--- src/rtl/modrm_fetch_if.sv ---
// Instruction byte FIFO port bundle used by modrm_fetch.
// master = fetch side (pops bytes), slave = FIFO side.
interface modrm_fetch_if;
  logic [7:0] fifo_data;
  logic       fifo_empty;
  logic       fifo_rd_en;

  modport master (
    input  fifo_data,
    input  fifo_empty,
    output fifo_rd_en
  );

  modport slave (
    output fifo_data,
    output fifo_empty,
    input  fifo_rd_en
  );
endinterface

--- src/rtl/modrm_fetch.sv ---
// ModR/M + displacement fetch from the instruction byte FIFO.
// Optional MODRM_PRELOAD_EN: accept the ModR/M byte on start.
module modrm_fetch (
  input  logic        clk,
  input  logic        reset_n,
  input  logic        start,
  input  logic        abort,
`ifdef MODRM_PRELOAD_EN
  input  logic [7:0]  modrm_in,
  input  logic        modrm_in_valid,
`endif
  modrm_fetch_if.master fifo,
  output logic [7:0]  modrm,
  output logic [15:0] displacement,
  output logic        decode_start,
  output logic        busy,
  output logic [1:0]  byte_count
);

  typedef enum logic [2:0] {
    S_IDLE,
    S_MODRM,
    S_DISP_LO,
    S_DISP_HI,
    S_DONE
  } state_t;

  state_t      r_state;
  state_t      w_next;
  logic        w_fetch;
  logic        w_pop;
  logic        w_pre;
  logic        w_go;
  logic [1:0]  w_base;
  logic [1:0]  r_cnt;
  logic [7:0]  r_modrm;
  logic [15:0] r_disp;
  logic        r_dstart;
  logic        r_busy;
  logic [1:0]  r_bcnt;

  function automatic logic f_has_disp(input logic [7:0] m);
    return (m[7:6] == 2'b01) ||
           (m[7:6] == 2'b10) ||
           (m[7:6] == 2'b00 && m[2:0] == 3'b110);
  endfunction

  assign w_fetch = (r_state == S_MODRM) ||
                   (r_state == S_DISP_LO) ||
                   (r_state == S_DISP_HI);
  assign w_pop   = w_fetch && !fifo.fifo_empty && !abort;
  assign w_go    = (r_state == S_IDLE) && start && !abort;
  // Counting restarts with each sequence, including preload-to-DONE.
  assign w_base  = (r_state == S_IDLE) ? 2'd0 : r_cnt;

  always_ff @(posedge clk or negedge reset_n) begin
    if (!reset_n) r_state <= S_IDLE;
    else          r_state <= w_next;
  end

  always_comb begin
    w_next = r_state;
    w_pre  = 1'b0;
    if (abort) begin
      w_next = S_IDLE;
    end else begin
      unique case (r_state)
        S_IDLE: begin
          if (start) begin
            w_next = S_MODRM;
`ifdef MODRM_PRELOAD_EN
            if (modrm_in_valid) begin
              w_pre  = 1'b1;
              w_next = f_has_disp(modrm_in) ? S_DISP_LO : S_DONE;
            end
`endif
          end
        end
        S_MODRM: begin
          if (w_pop)
            w_next = f_has_disp(fifo.fifo_data) ? S_DISP_LO : S_DONE;
        end
        S_DISP_LO: begin
          if (w_pop)
            w_next = (r_modrm[7:6] == 2'b01) ? S_DONE : S_DISP_HI;
        end
        S_DISP_HI: begin
          if (w_pop) w_next = S_DONE;
        end
        S_DONE:  w_next = S_IDLE;
        default: w_next = S_IDLE;
      endcase
    end
  end

  always_ff @(posedge clk or negedge reset_n) begin
    if (!reset_n) begin
      r_cnt    <= 2'd0;
      r_modrm  <= 8'h00;
      r_disp   <= 16'h0000;
      r_dstart <= 1'b0;
      r_busy   <= 1'b0;
      r_bcnt   <= 2'd0;
    end else begin
      r_dstart <= (w_next == S_DONE);
      r_busy   <= (w_next != S_IDLE);
      if (w_go)
        r_cnt <= 2'd0;
      else if (w_pop)
        r_cnt <= r_cnt + 2'd1;
      if (w_next == S_DONE)
        r_bcnt <= w_base + {1'b0, w_pop};
`ifdef MODRM_PRELOAD_EN
      if (w_pre) begin
        r_modrm <= modrm_in;
        if (!f_has_disp(modrm_in)) r_disp <= 16'h0000;
      end
`endif
      if (w_pop) begin
        unique case (r_state)
          S_MODRM: begin
            r_modrm <= fifo.fifo_data;
            if (!f_has_disp(fifo.fifo_data)) r_disp <= 16'h0000;
          end
          S_DISP_LO: begin
            if (r_modrm[7:6] == 2'b01)
              r_disp <= {{8{fifo.fifo_data[7]}}, fifo.fifo_data};
            else
              r_disp <= {r_disp[15:8], fifo.fifo_data};
          end
          S_DISP_HI: r_disp[15:8] <= fifo.fifo_data;
          default: ;
        endcase
      end
    end
  end

  assign fifo.fifo_rd_en = w_pop;
  assign modrm           = r_modrm;
  assign displacement    = r_disp;
  assign decode_start    = r_dstart;
  assign busy            = r_busy;
  assign byte_count      = r_bcnt;

endmodule

--- src/flat_wrapper.sv ---
// flat-port wrapper written by rule: the top's interface ports become plain ports
module modrm_fetch_flat 
  (clk, reset_n, start, abort, modrm, displacement, decode_start, busy, byte_count, fifo_fifo_data, fifo_fifo_empty, fifo_fifo_rd_en);
  modrm_fetch_if fifo_i ();
  input  logic clk;
  input  logic reset_n;
  input  logic start;
  input  logic abort;
  output logic [7:0] modrm;
  output logic [15:0] displacement;
  output logic decode_start;
  output logic busy;
  output logic [1:0] byte_count;
  input wire logic [$bits(fifo_i.fifo_data)-1:0] fifo_fifo_data;
  input wire logic [$bits(fifo_i.fifo_empty)-1:0] fifo_fifo_empty;
  output wire logic [$bits(fifo_i.fifo_rd_en)-1:0] fifo_fifo_rd_en;
  assign fifo_i.fifo_data = fifo_fifo_data;
  assign fifo_i.fifo_empty = fifo_fifo_empty;
  assign fifo_fifo_rd_en = fifo_i.fifo_rd_en;
  modrm_fetch u_core (.clk(clk), .reset_n(reset_n), .start(start), .abort(abort), .fifo(fifo_i), .modrm(modrm), .displacement(displacement), .decode_start(decode_start), .busy(busy), .byte_count(byte_count));
endmodule
--- config.mk ---
export PLATFORM = sky130hd
export DESIGN_NAME = modrm_fetch_flat
export DESIGN_NICKNAME = d
export VERILOG_FILES = /design/src/rtl/modrm_fetch_if.sv /design/src/rtl/modrm_fetch.sv /design/src/flat_wrapper.sv
export SDC_FILE = /design/constraint.sdc
export NUM_CORES = 1
export LEC_CHECK = 0
export ABC_AREA = 1
export CAP_MARGIN = 20
export CORE_MARGIN = 4
export CORE_UTILIZATION = 34
export DETAILED_ROUTE_END_ITERATION = 6
export PLACE_DENSITY = 0.67
export REMOVE_ABC_BUFFERS = 1
export SYNTH_ARGS = -nofsm -noshare
export SYNTH_HDL_FRONTEND = slang
export SYNTH_SLANG_ARGS = --single-unit
export TNS_END_PERCENT = 100
--- constraint.sdc ---
create_clock -name clk -period 1.6 [get_ports clk]
set_input_delay 0.32 -clock clk [delete_from_list [all_inputs] [get_ports clk]]
set_output_delay 0.32 -clock clk [all_outputs]
set_load 0.05 [all_outputs]
======== Word-level counts from Yosys, hierarchy flattened ========
Index checks and enable logic that the tools add are counted.
cells by class
  add/sub/neg operators ................... 2
  eq/ne operators ......................... 10
  multiplexer cells ....................... 15
  reduce and logical (&&, ||, !) cells .... 20
operator list
  operator               count
  $mux W16               2
  $pmux W8 S3            1
  $mux W3                7
  $pmux W8 S2            1
  $pmux W3 S4            1
  $eq A3 B2 Y1 const B   2
  $eq A3 B3 Y1 const B   2
  $mux W2                3
  $reduce_bool A3 Y1     2
  $logic_and A1 B1 Y1    5
  $eq A2 B1 Y1 const B   2
  $logic_or A1 B1 Y1     4
  $ne A2 B2 Y1 const B   2
  $reduce_and A4 Y1      1
  $reduce_bool A2 Y1     2
  $eq A3 B1 Y1 const B   1
  $logic_not A3 Y1       1
  $reduce_and A3 Y1      1
  $add A2 B1 Y2          1
  $add A2 B1 Y2 const B  1
  $eq A2 B2 Y1 const B   1
  $logic_not A1 Y1       2
  $logic_not A2 Y1       1
  $reduce_and A2 Y1      1
storage, ports and cells
  input bits .............................. 13
  bits in registers ....................... 33
  word-level logic and storage cells ...... 55

======== Longest topological paths before layout ========
Gate-level depths: netlist of run 1.
  word-level depth ........................ 9
  gate-level depth with buffers ........... 11
  gate-level depth less buffers ........... 10

======== Worst setup path after synthesis of run 1 ========
Ideal clock, no wire load.
  kind .................................... register to register
  from .................................... register u_core.r_state[2]
  to ...................................... register u_core.r_disp[15], in the netlist u_core.displacement[15]
  period minus slack after synthesis ...... 1,575 ps
  cell stages (with the launch flop) ...... 10
  arrival time ............................ 1,457 ps
  path slack .............................. 25 ps
  data required time ...................... 1,482 ps
  library setup time ...................... 118 ps
  path through ............................ dfrtp_1 inv_1 o21ai_1 nor2_4 o21ai_2 nor2_2 inv_2 buf_6 nand2_1 nand2_1
between the ends
  cells in the longest elaborated chain, start to end .. 6
ends and longest elaborated chain
  what                                                 RTL line                              text
  from (decl)                                          modrm_fetch.sv:28                     state_t r_state;
  from (signal assigned)                               modrm_fetch.sv:58                     else r_state <= w_next;
  $eq A3 B1 Y1 / $eq A3 B2 Y1 (equally long branches)  modrm_fetch.sv:48, modrm_fetch.sv:49
  $logic_or A1 B1 Y1                                   modrm_fetch.sv:48                     assign w_fetch = (r_state == S_MODRM) ||
  $logic_or A1 B1 Y1 *                                 modrm_fetch.sv:49                     (r_state == S_DISP_LO) ||
  $logic_and A1 B1 Y1 * (2 in series)                  modrm_fetch.sv:51                     assign w_pop = w_fetch && !fifo.fifo_empty && !abort;
  via fifo_fifo_rd_en                                  flat_wrapper.sv:16                    output wire logic [$bits(fifo_i.fifo_rd_en)-1:0] fifo_fifo_rd_en;
  $reduce_and A4 Y1 (no source line) *                 n/a
  to (signal assigned)                                 modrm_fetch.sv:127                    r_disp <= {{8{fifo.fifo_data[7]}}, fifo.fifo_data};
  to (signal assigned)                                 modrm_fetch.sv:129                    r_disp <= {r_disp[15:8], fifo.fifo_data};
  to (signal assigned)                                 modrm_fetch.sv:131                    S_DISP_HI: r_disp[15:8] <= fifo.fifo_data;
  to (decl)                                            modrm_fetch.sv:37                     logic [15:0] r_disp;
Mark *: on every way through the listed nets, which the timed path passes. The rest lies on a longest branch.
A chain may end at the register's enable or synchronous reset.

======== Worst setup path after layout of run 1 ========
  from .................................... register u_core.r_state[1]
  to ...................................... output port fifo_fifo_rd_en
between the ends
  cells in the longest elaborated chain, start to end .. 5
ends and longest elaborated chain
  what                                                 RTL line
  $eq A3 B1 Y1 / $eq A3 B2 Y1 (equally long branches)  modrm_fetch.sv:48, modrm_fetch.sv:49
  $logic_or A1 B1 Y1                                   modrm_fetch.sv:48
  $logic_or A1 B1 Y1 *                                 modrm_fetch.sv:49
  $logic_and A1 B1 Y1 * (2 in series)                  modrm_fetch.sv:51
  to (decl)                                            flat_wrapper.sv:16
Every way passes the cells marked *; elsewhere a longest branch is shown, timed or not.

==> summary.md, run 1 <==
| Metric | Value |
|---|---|
| H-tree depth | 2 |
| Routed WL per cell | 13.44 um |
| Skew final | ~0.008 ns |
| N_diodes | 0 |
| Max-slew violation count | 0 |
| Later-pin clock latency in the skew report | 0.28 ns |
| Yosys top cell by area | dfrtp_1 |
| Critical path fanouts, max | 4 |
| CP Class | reg -> out |
| Initial Util | 0.3633 |
| Final WL | 3910 um |
| Count leader, synth | nand2_1 |
| Number of CTS-inserted buffers | 5 |
| Arrival @ worst endpoint | about 1.2 ns |
| Setup crit start kind | flop |
| Total I/O pin count | 42 |
| Synth top area share | 0.5523 |
| Ys flop type | dfrtp_1 |
| CTS tree | yes |
| Total grt overflow | 0 |
| Final core utilization | 0.5677 |
| Mean area per synthesized cell | roughly 8.5 sq um |
| # rows | 23 |
| Leading post-synthesis cells by cell area | dfrtp_1, nand2_1, o21ai_0 |
| Status | complete, no violations |
| Hold Violations, Final | 0 |
| Top routing layer in use | met4 |
| Die width | between 70 and 80 um |
| Root buf cell | clkbuf_8 |
| Worst path cell trace | o21ai_4 > nor2_4 > buf_4 > buf_12 |
| Fraction of layout cells with a size suffix above 1 | 0.3485 |
| Crit path buffers/inverters | 2 |
| Initial DRC Count | 73 |
| Vias in the first global route | 1409 |
| CP endpoint kind | output port |
| Total GRT Usage | 0.1516 |
| Internal power | 1.842 mW |
| Post-synth top cells | nand2_1, dfrtp_1, inv_1 |
| Placed Area | 2150 sq um |
| Register area share after synthesis | 0.5523 |
| R2R Setup Slk | approximately 0.090 ns |
| Post-DRT Antenna Nets | 0 |
| Synth warn | 0 |
| Die H | 74.32 um |
| Met2 wire length | ~1900 um |
| Fmax | 645.0 MHz |
| Initial antenna violation count | 0 |
| RSZ-0062 raised after global routing | false |
| Drt via density | 4.653 |
| Max VDD drop | 0.8842 mV |
| Clock power frac | 0.253 |
| Power Density | 1257 nW/um^2 |
| Async SR Flop Fraction | 1.000 |
| Crit share post-route | 0.9689 |
| Final setup vio count | 0 |
| # fillers | 375 |
| Largest net degree at the start of global routing | 34 |
| HPWL Detailed | ~2700 um |
| Comb power frac | 0.376 |
| First-pass GRT wire length | 6354 um |
| Met3 wire length | approximately 210 um |
| Post-Syn Area | 1495 sq um |
| Metal-1 WL | 1723 um |
| Pleak | between 1 and 1.5 nW |
| Finished Cell Area | between 2000 and 2500 sq um |
| Total Nets Final | 256 |
| Yosys reg bits | 33 |
| Number of synthesized flops with an enable pin | 0 |
| Part of the power in registers | 0.370 |
| Peak per-stage delay on the critical path | 0.46 ns |
| Delay-heaviest family, CP | flip-flops |
| Pre-Repair DR Iteration Count | 4 |
| Residual DRC count | 0 |
| Clock sink count | 33 |
| RePlAce Congestion | 0.8549 |
| Area delta synth->final | 56.23% |
| Core area | 4115 sq um |
| Overall power | 2.936 mW |
| Worst endpoint required time | 1.28 ns |
| Slew @ Worst Pin | about 0.33 ns |
| Maxcap violations | 0 |
| Final TNS setup | 0 ns |
| IO buf count | 41 |
| HP Class | in -> reg |
| Final Critical Period | 1.550 ns |
| Syn Inst Count | 176 |
| Post-synthesis cell type count | 24 |
| Max clock buf depth | 2 |
| Critical path's slowest cell | dfrtp_2 |
| Clk slew on worst S/H paths | 0.07 ns |
| Sw Share | 0.3727 |
| Via count | 1354 |
| Max transition margin | 0.7800 |
| Die Area | approximately 5500 sq um |
| Psw | 1.094 mW |
-- tightest hold or removal path: stages --
cell	delay (ns)
dlymetal6s2s_1	0.13
inv_1	0.07
o21ai_0	0.08
-- area by class of cell --
class	instances	area (sq um)	area share
repair inverters	1	6.256	0.002678
multi-input cells	115	599.3	0.2566
clock buffers	5	68.82	0.02946
clock inverters	2	35.03	0.01500
flip-flops and latches	33	828.3	0.3546
inverters	25	98.84	0.04231
well taps	50	62.56	0.02678
repair buffers	60	636.9	0.2726
-- cells in the final DEF, fill, tap and decap left out, types with 2 or more instances in the layout --
cell | synthesis | layout
dfrtp_2 | 0 | 2
dlygate4sd2_1 | 0 | 2
inv_2 | 5 | 7
nand2_2 | 1 | 8
dlymetal6s2s_1 | 0 | 2
nand3_2 | 1 | 2
ha_1 | 2 | 2
dfrtp_1 | 33 | 31
o21ai_1 | 7 | 9
buf_4 | 1 | 35
o21ai_0 | 19 | 16
buf_12 | 0 | 12
nor2_1 | 6 | 6
nor3_1 | 2 | 2
nor2_2 | 3 | 2
clkbuf_8 | 0 | 5
inv_1 | 20 | 17
nand2_1 | 61 | 54
a21oi_1 | 2 | 2
nor2_4 | 2 | 3
nand3_1 | 3 | 2
clkdlybuf4s50_1 | 0 | 8
-- power by group through the flow --
stage                     logic [mW]  clock network (mW)  registers [mW]
final                           1.10               0.744            1.09
after global routing            1.17               0.793            1.10
after CTS                       1.10               0.763            1.08
after detailed placement        1.09                   0            1.09
after global placement          1.08                   0            1.09
after floorplan                0.212                   0            1.49
-- flip-flops by register name, indices dropped and copies added, names as in the netlist --
| signal | cells |
|---|---|
| u_core.r_state | 3 |
| u_core.displacement | 16 |
| u_core.r_cnt | 2 |
| u_core.modrm | 8 |
| u_core.byte_count | 2 |
| u_core.busy | 1 |
| u_core.decode_start | 1 |
-- worst paths after layout --
kind / from / endpoint / depth (start not counted)
max in group asynchronous: reset_n / u_core.r_state[0]$_DFF_PN0_ / 2
worst min register to register: u_core.displacement[13]$_DFFE_PN0P_ / u_core.displacement[13]$_DFFE_PN0P_ / 2
worst max register to register: u_core.r_state[1]$_DFF_PN0_ / u_core.byte_count[1]$_DFFE_PN0N_ / 7
worst max-delay path: u_core.r_state[1]$_DFF_PN0_ / fifo_fifo_rd_en / 4
worst min-delay path: fifo_fifo_data[7] / u_core.modrm[7]$_DFFE_PN0P_ / 3
min in group asynchronous: reset_n / u_core.r_state[1]$_DFF_PN0_ / 2
-- metrics by stage --
step | setup WS [ns] | hold WS [ns] | std cells
3_3_place_gp | -0.3598 | 0.4729 | 281
6_report | 0.04970 | 0.3674 | 291
2_1_floorplan | -0.1530 | 0.02441 | 173
5_1_grt | 0.01067 | 0.3921 | 291
4_1_cts | 0.01851 | 0.3998 | 289
3_5_place_dp | -0.4000 | 0.4646 | 281
-- logic make-up after synthesis --
logic type | synth area share
adders and majority gates | 0.01673
xor gates and xnor gates | 0.01172
buffers and inverters | 0.07866
DFF | 0.5523
and+or+nand+nor | 0.2276
AOI/OAI and AO/OA | 0.1130
-- metal layers --
| metal | vias to the layer above | GRT usage |
|---|---|---|
| met5 | - | 0 |
| met4 | 0 | 0.04743 |
| met3 | 7 | 0.04595 |
| met2 | 36 | 0.2608 |
| met1 | 633 | 0.1826 |
| li1 | 678 | - |
-- repair_timing --
item / 4_1_cts / 5_1_grt
pin swaps: 1 / 6
hold buffers: 0 / 0
endpoints found under the setup margin: 18 / 20
resized for setup: 12 / 17
gates cloned: 0 / 2
setup buffers: 1 / 0
Note: power is estimated with default switching activity, not from simulation.
==> inputs of run 2 (changes only) <==
--- a/config.mk
+++ b/config.mk
@@ -9,6 +9,7 @@
 export CAP_MARGIN = 20
 export CORE_MARGIN = 4
 export CORE_UTILIZATION = 34
+export CTS_CLUSTER_DIAMETER = 200
 export DETAILED_ROUTE_END_ITERATION = 6
 export PLACE_DENSITY = 0.67
 export REMOVE_ABC_BUFFERS = 1
==> results of run 2 <==
Final layout, timing and power as in run 1 (identical DEF).
==> inputs of run 3 (changes only) <==
--- a/config.mk
+++ b/config.mk
@@ -10,6 +10,7 @@
 export CORE_MARGIN = 4
 export CORE_UTILIZATION = 34
 export CTS_CLUSTER_DIAMETER = 200
+export CTS_CLUSTER_SIZE = 16
 export DETAILED_ROUTE_END_ITERATION = 6
 export PLACE_DENSITY = 0.67
 export REMOVE_ABC_BUFFERS = 1
==> results of run 3 <==
Final layout, timing and power as in run 1 (identical DEF).
==> patch 1: new RTL, flow settings as in run 3 <==
Re-encode `state_t` (5 states) as one-hot, 5 bits wide.
--- a/src/rtl/modrm_fetch.sv
+++ b/src/rtl/modrm_fetch.sv
@@ -18,10 +18,10 @@
 );
 
-  typedef enum logic [2:0] {
-    S_IDLE,
-    S_MODRM,
-    S_DISP_LO,
-    S_DISP_HI,
-    S_DONE
+  typedef enum logic [4:0] {
+    S_IDLE    = 5'b00001,
+    S_MODRM   = 5'b00010,
+    S_DISP_LO = 5'b00100,
+    S_DISP_HI = 5'b01000,
+    S_DONE    = 5'b10000
   } state_t;
 
Behaviour: same outputs for any inputs over 10 cycles, from zero or initial values and one cycle with reset_n low; not proved beyond that.
==> patch 1 against run 3 <==
The flow now finishes with violations (negative setup slack). Routed wire length up 12%. Via count up 15%. Sequential cell count up 2. Non-clock buffer count up 8. Setup slack worse by 0.16 ns. Final area up 8.1%. Count of clock-buffer cells in the layout unchanged. Area after synthesis up 9.2%. Clock skew up 0.0019 ns. Highest routed layer unchanged. Core utilization down 0.68 points. Power down 21%. Critical path type unchanged. Maximum frequency down 9.6%.
==> patch 1: results (changes against run 3) <==
Routability cong. - 0.851 (-0.44%)
Pin count of the biggest net entering global routing - 36 (+5.9%)
Min-delay worst type - input pin to async pin
Final-stage net count - 279 (+9.0%)
Hpwl dp - 2.92 mm (+6.8%)
Final setup vio count - 1 (+1)
Vias in the first global route - 1612 (+14%)
WL final - 4.37 mm (+12%)
Tightest hold margin - 0.396 ns (+0.0288 ns)
Cell Area, Placed - 2250 µm² (+4.8%)
Synth top cells by count - nand2_1, dfrtp_1, o21ai_1, inv_1, nor2_1
Status - complete, but fails checks
Yosys cell types - 23 (-4.2%)
Static Leak - 1.26 nW (+2.7%)
Crit path from - u_core.r_state[3]$_DFF_PN0_
Worst vdd ir - 0.000622 V (-30%)
Slew Limit Headroom - 77.9% (-0.15 points)
Clk_skew - 0.00974 ns (+0.00193 ns)
Crit path arrival time - 1.39 ns (+0.16 ns)
Reg2reg end - u_core.busy$_DFF_PN0_
FF-to-FF setup slack - 0.04 ns (-0.05 ns)
Final setup margin - -0.115 ns (-0.164 ns)
Via density - 4.90 (+5.2%)
Overall Global Routing Usage - 15.4% (+0.23 points)
Layout cell share with drive strength beyond 1 - 35.3% (+0.48 points)
Drt initial violations - 64 (-12%)
Sequential share of the synthesized area - 53.7% (-1.5 points)
Violated checks - negative setup slack
First-pass GRT wire length - 7.31 mm (+15%)
Core Util, Final - 56.1% (-0.68 points)
patch 1: cell types whose count changed in the layout (fill, tap and decap cells not counted), sizes merged, moves of 5 or more:
cell          run 3  this run
nand3             4        12
nand2            62        56
o21ai            27        36
buf              48        56
nor2             11        16
patch 1: layer usage:
layer | up-vias | wire length, µm | track usage (%)
met3 | 11 | 228 | 4.22
met4 | 0 | 102 | 5.52
met1 | 734 | 1850 | 18.1
met2 | 39 | 2190 | 26.9
met5 | - | 0 | 0
li1 | 773 | - | -
patch 1: report_power, final:
part / switching, mW / internal, mW / total, mW
sequential: 0.0642 / 0.962 / 1.03
combinational: 0.411 / 0.245 / 0.657
clock: 0.332 / 0.303 / 0.635
total: 0.808 / 1.51 / 2.32
patch 1: cell families (layout without fill, tap and decap cells):
kind of cell | Yosys count | in the layout | synth area share (%)
simple gates | 86 | 86 | 23.0
xor+xnor | 1 | 1 | 0.536
compound gates | 43 | 44 | 14.6
flops | 35 | 35 | 53.7
fa+ha+maj | 1 | 1 | 0.766
buf+inv | 28 | 99 | 7.36
patch 1: cell type report:
type / instances / area (µm²)
fill: 392 / 1980
sequential: 35 / 880
multi-input combinational: 132 / 744
timing repair buffer: 68 / 649
inverter: 23 / 98.8
clock buffer: 5 / 68.8
tap: 52 / 65.1
clock inverter: 3 / 20.0
patch 1: timing repair:
| item | CTS | global route |
|---|---|---|
| gates cloned | 1 | 0 |
| hold buffers | 0 | 0 |
| pin swaps | 5 | 8 |
| gates resized for setup | 15 | 22 |
| setup buffers | 3 | 4 |
| setup endpoints to repair | 19 | 25 |
patch 1: stage by stage:
stage	setup TNS, ns	cells	worst slack, ns
finish	-0.115	318	-0.115
global route	-0.713	318	-0.181
CTS	-0.113	314	-0.0954
detailed placement	-7.36	302	-0.404
global placement	-6.95	302	-0.374
floorplan	-0.119	189	-0.0346
==> patch 2: new RTL, settings of run 3 <==
Made on the original files. Reset style: synchronous (`reset_n`), changed in 2 clocked blocks.
--- a/src/rtl/modrm_fetch.sv
+++ b/src/rtl/modrm_fetch.sv
@@ -54,5 +54,5 @@
   assign w_base  = (r_state == S_IDLE) ? 2'd0 : r_cnt;
 
-  always_ff @(posedge clk or negedge reset_n) begin
+  always_ff @(posedge clk) begin
     if (!reset_n) r_state <= S_IDLE;
     else          r_state <= w_next;
@@ -94,5 +94,5 @@
   end
 
-  always_ff @(posedge clk or negedge reset_n) begin
+  always_ff @(posedge clk) begin
     if (!reset_n) begin
       r_cnt    <= 2'd0;
Check against the original RTL: differs if reset_n is asserted again (counterexample within 4 cycles, from zero or initial values and one cycle with reset_n low); with reset_n held inactive, the same outputs for 10 cycles.
==> patch 2 against run 3 <==
Sequential cell count stayed put. Setup slack better by 0.015 ns. Sequential share of layout area is 7.2 points lower. First-iteration DRC count stayed put. Register-to-register slack better by 0.05 ns. Routed wire length is 3.5% lower. Worst hold slack better by 0.097 ns. Final area is 0.11% higher. Area after synthesis is 6.9% higher. Non-clock buffer count is 7 higher. Via count is 16% higher. Critical path type unchanged. Critical endpoint unchanged. Highest routed layer unchanged.
Power is not compared: it rests on default switching activity, and its combinational part moved more than twofold at a synthesized area within 25%.
==> patch 2: results (changes against run 3) <==
Status - completed
Clk_skew - 0.00382 ns (-0.00399 ns)
Vias post-DR - 1567 (+16%)
Slew Limit Headroom - 82.0% (+4.0 points)
Hold_sp - u_core.modrm[5]$_SDFFE_PN0P_
Reg2reg end - u_core.displacement[7]$_SDFFE_PN0P_
Hpwl dp - 2.86 mm (+4.7%)
Post-synthesis compound-gate area fraction - 8.37% (-2.9 points)
Cell Area, Placed - 2150 µm² (-0.17%)
Synth area leaders - dfxtp_1, nand2_1, nor2_1
Sw Share - 23.6%
Fill cells - 456 (+22%)
CP Max Fanout - 4 (unchanged)
Yosys cell types - 22 (-8.3%)
Worst Hold Depth - 2 (-1)
Min-delay worst type - flip-flop to flip-flop
Synth Area in XOR/XNOR - 0% (-1.2 points)
Worst Hold End - u_core.modrm[5]$_SDFFE_PN0P_
Ant diodes - 0 (unchanged)
Max stage delay on crit path - 0.35 ns (-0.11 ns)
Crit path from - u_core.r_state[1]$_SDFF_PN0_
Tightest hold margin - 0.464 ns (+0.0967 ns)
FF-to-FF setup slack - 0.14 ns (+0.05 ns)
Routability cong. - 0.805 (-5.9%)
Syn avg cell area - 7.04 µm² (-17%)
DP Worst Slack - -0.405 ns (-0.00461 ns)
Post-Synth Adder-Cell Area - 0.782% (-0.89 points)
Layout cell share with drive strength beyond 1 - 33.8% (-1.1 points)
Synth top cells by count - nand2_1, dfxtp_1, nor2_1, inv_1, a21oi_1
Vias in the first global route - 1505 (+6.8%)
Final-stage net count - 312 (+22%)
Cell total after placement - 337 (+20%)
R2R cell count - 8 (+1)
First-pass GRT wire length - 6.57 mm (+3.4%)
Pin count of the biggest net entering global routing - 15 (-56%)
Port Buffers - 41 (unchanged)
Sequential share of the synthesized area - 41.3% (-14 points)
Slowest CP cell - dfxtp_2
Multi-input logic area - 806 µm² (+34%)
Final period utilization - 96.0% (-0.91 points)
Overall Global Routing Usage - 13.5% (-1.6 points)
Fin cells - 351 (+21%)
Total power - 1.89 mW
FFs w/ async S/R, synth - 0% (-100 points)
Crit path arrival time - 1.22 ns
WL final - 3.77 mm (-3.5%)
FF-to-FF Start - u_core.r_state[2]$_SDFF_PN0_
patch 2: cell types whose count changed after synthesis, moves of 10 or more:
cell	delta
dfrtp_1	-33
dfxtp_1	+33
nor2_1	+23
a21oi_1	+17
o21ai_0	-13
nand3_1	+11
nor2_2	+10
patch 2: area by class of cell:
class,count,share of cell area (%)
well taps,52,2.78
flip-flops and latches,33,28.3
repair buffers,67,23.8
clock inverters,1,1.28
multi-input cells,161,34.5
repair inverters,1,0.321
inverters,29,5.40
clock buffers,7,3.69
patch 2: per-layer routing:
| metal | track usage, % | part of all wire (%) | up-vias |
|---|---|---|---|
| met4 | 6.16 | 2.1 | 0 |
| met3 | 4.02 | 5.5 | 9 |
| met5 | 0 | 0 | - |
| li1 | - | - | 842 |
| met1 | 16.9 | 47 | 683 |
| met2 | 21.4 | 45 | 33 |
patch 2: what timing repair did:
action | CTS | global route
setup buffers | 0 | 5
cloned | 1 | 0
resized for setup | 10 | 9
pin swaps | 2 | 8
setup endpoints to repair | 16 | 6
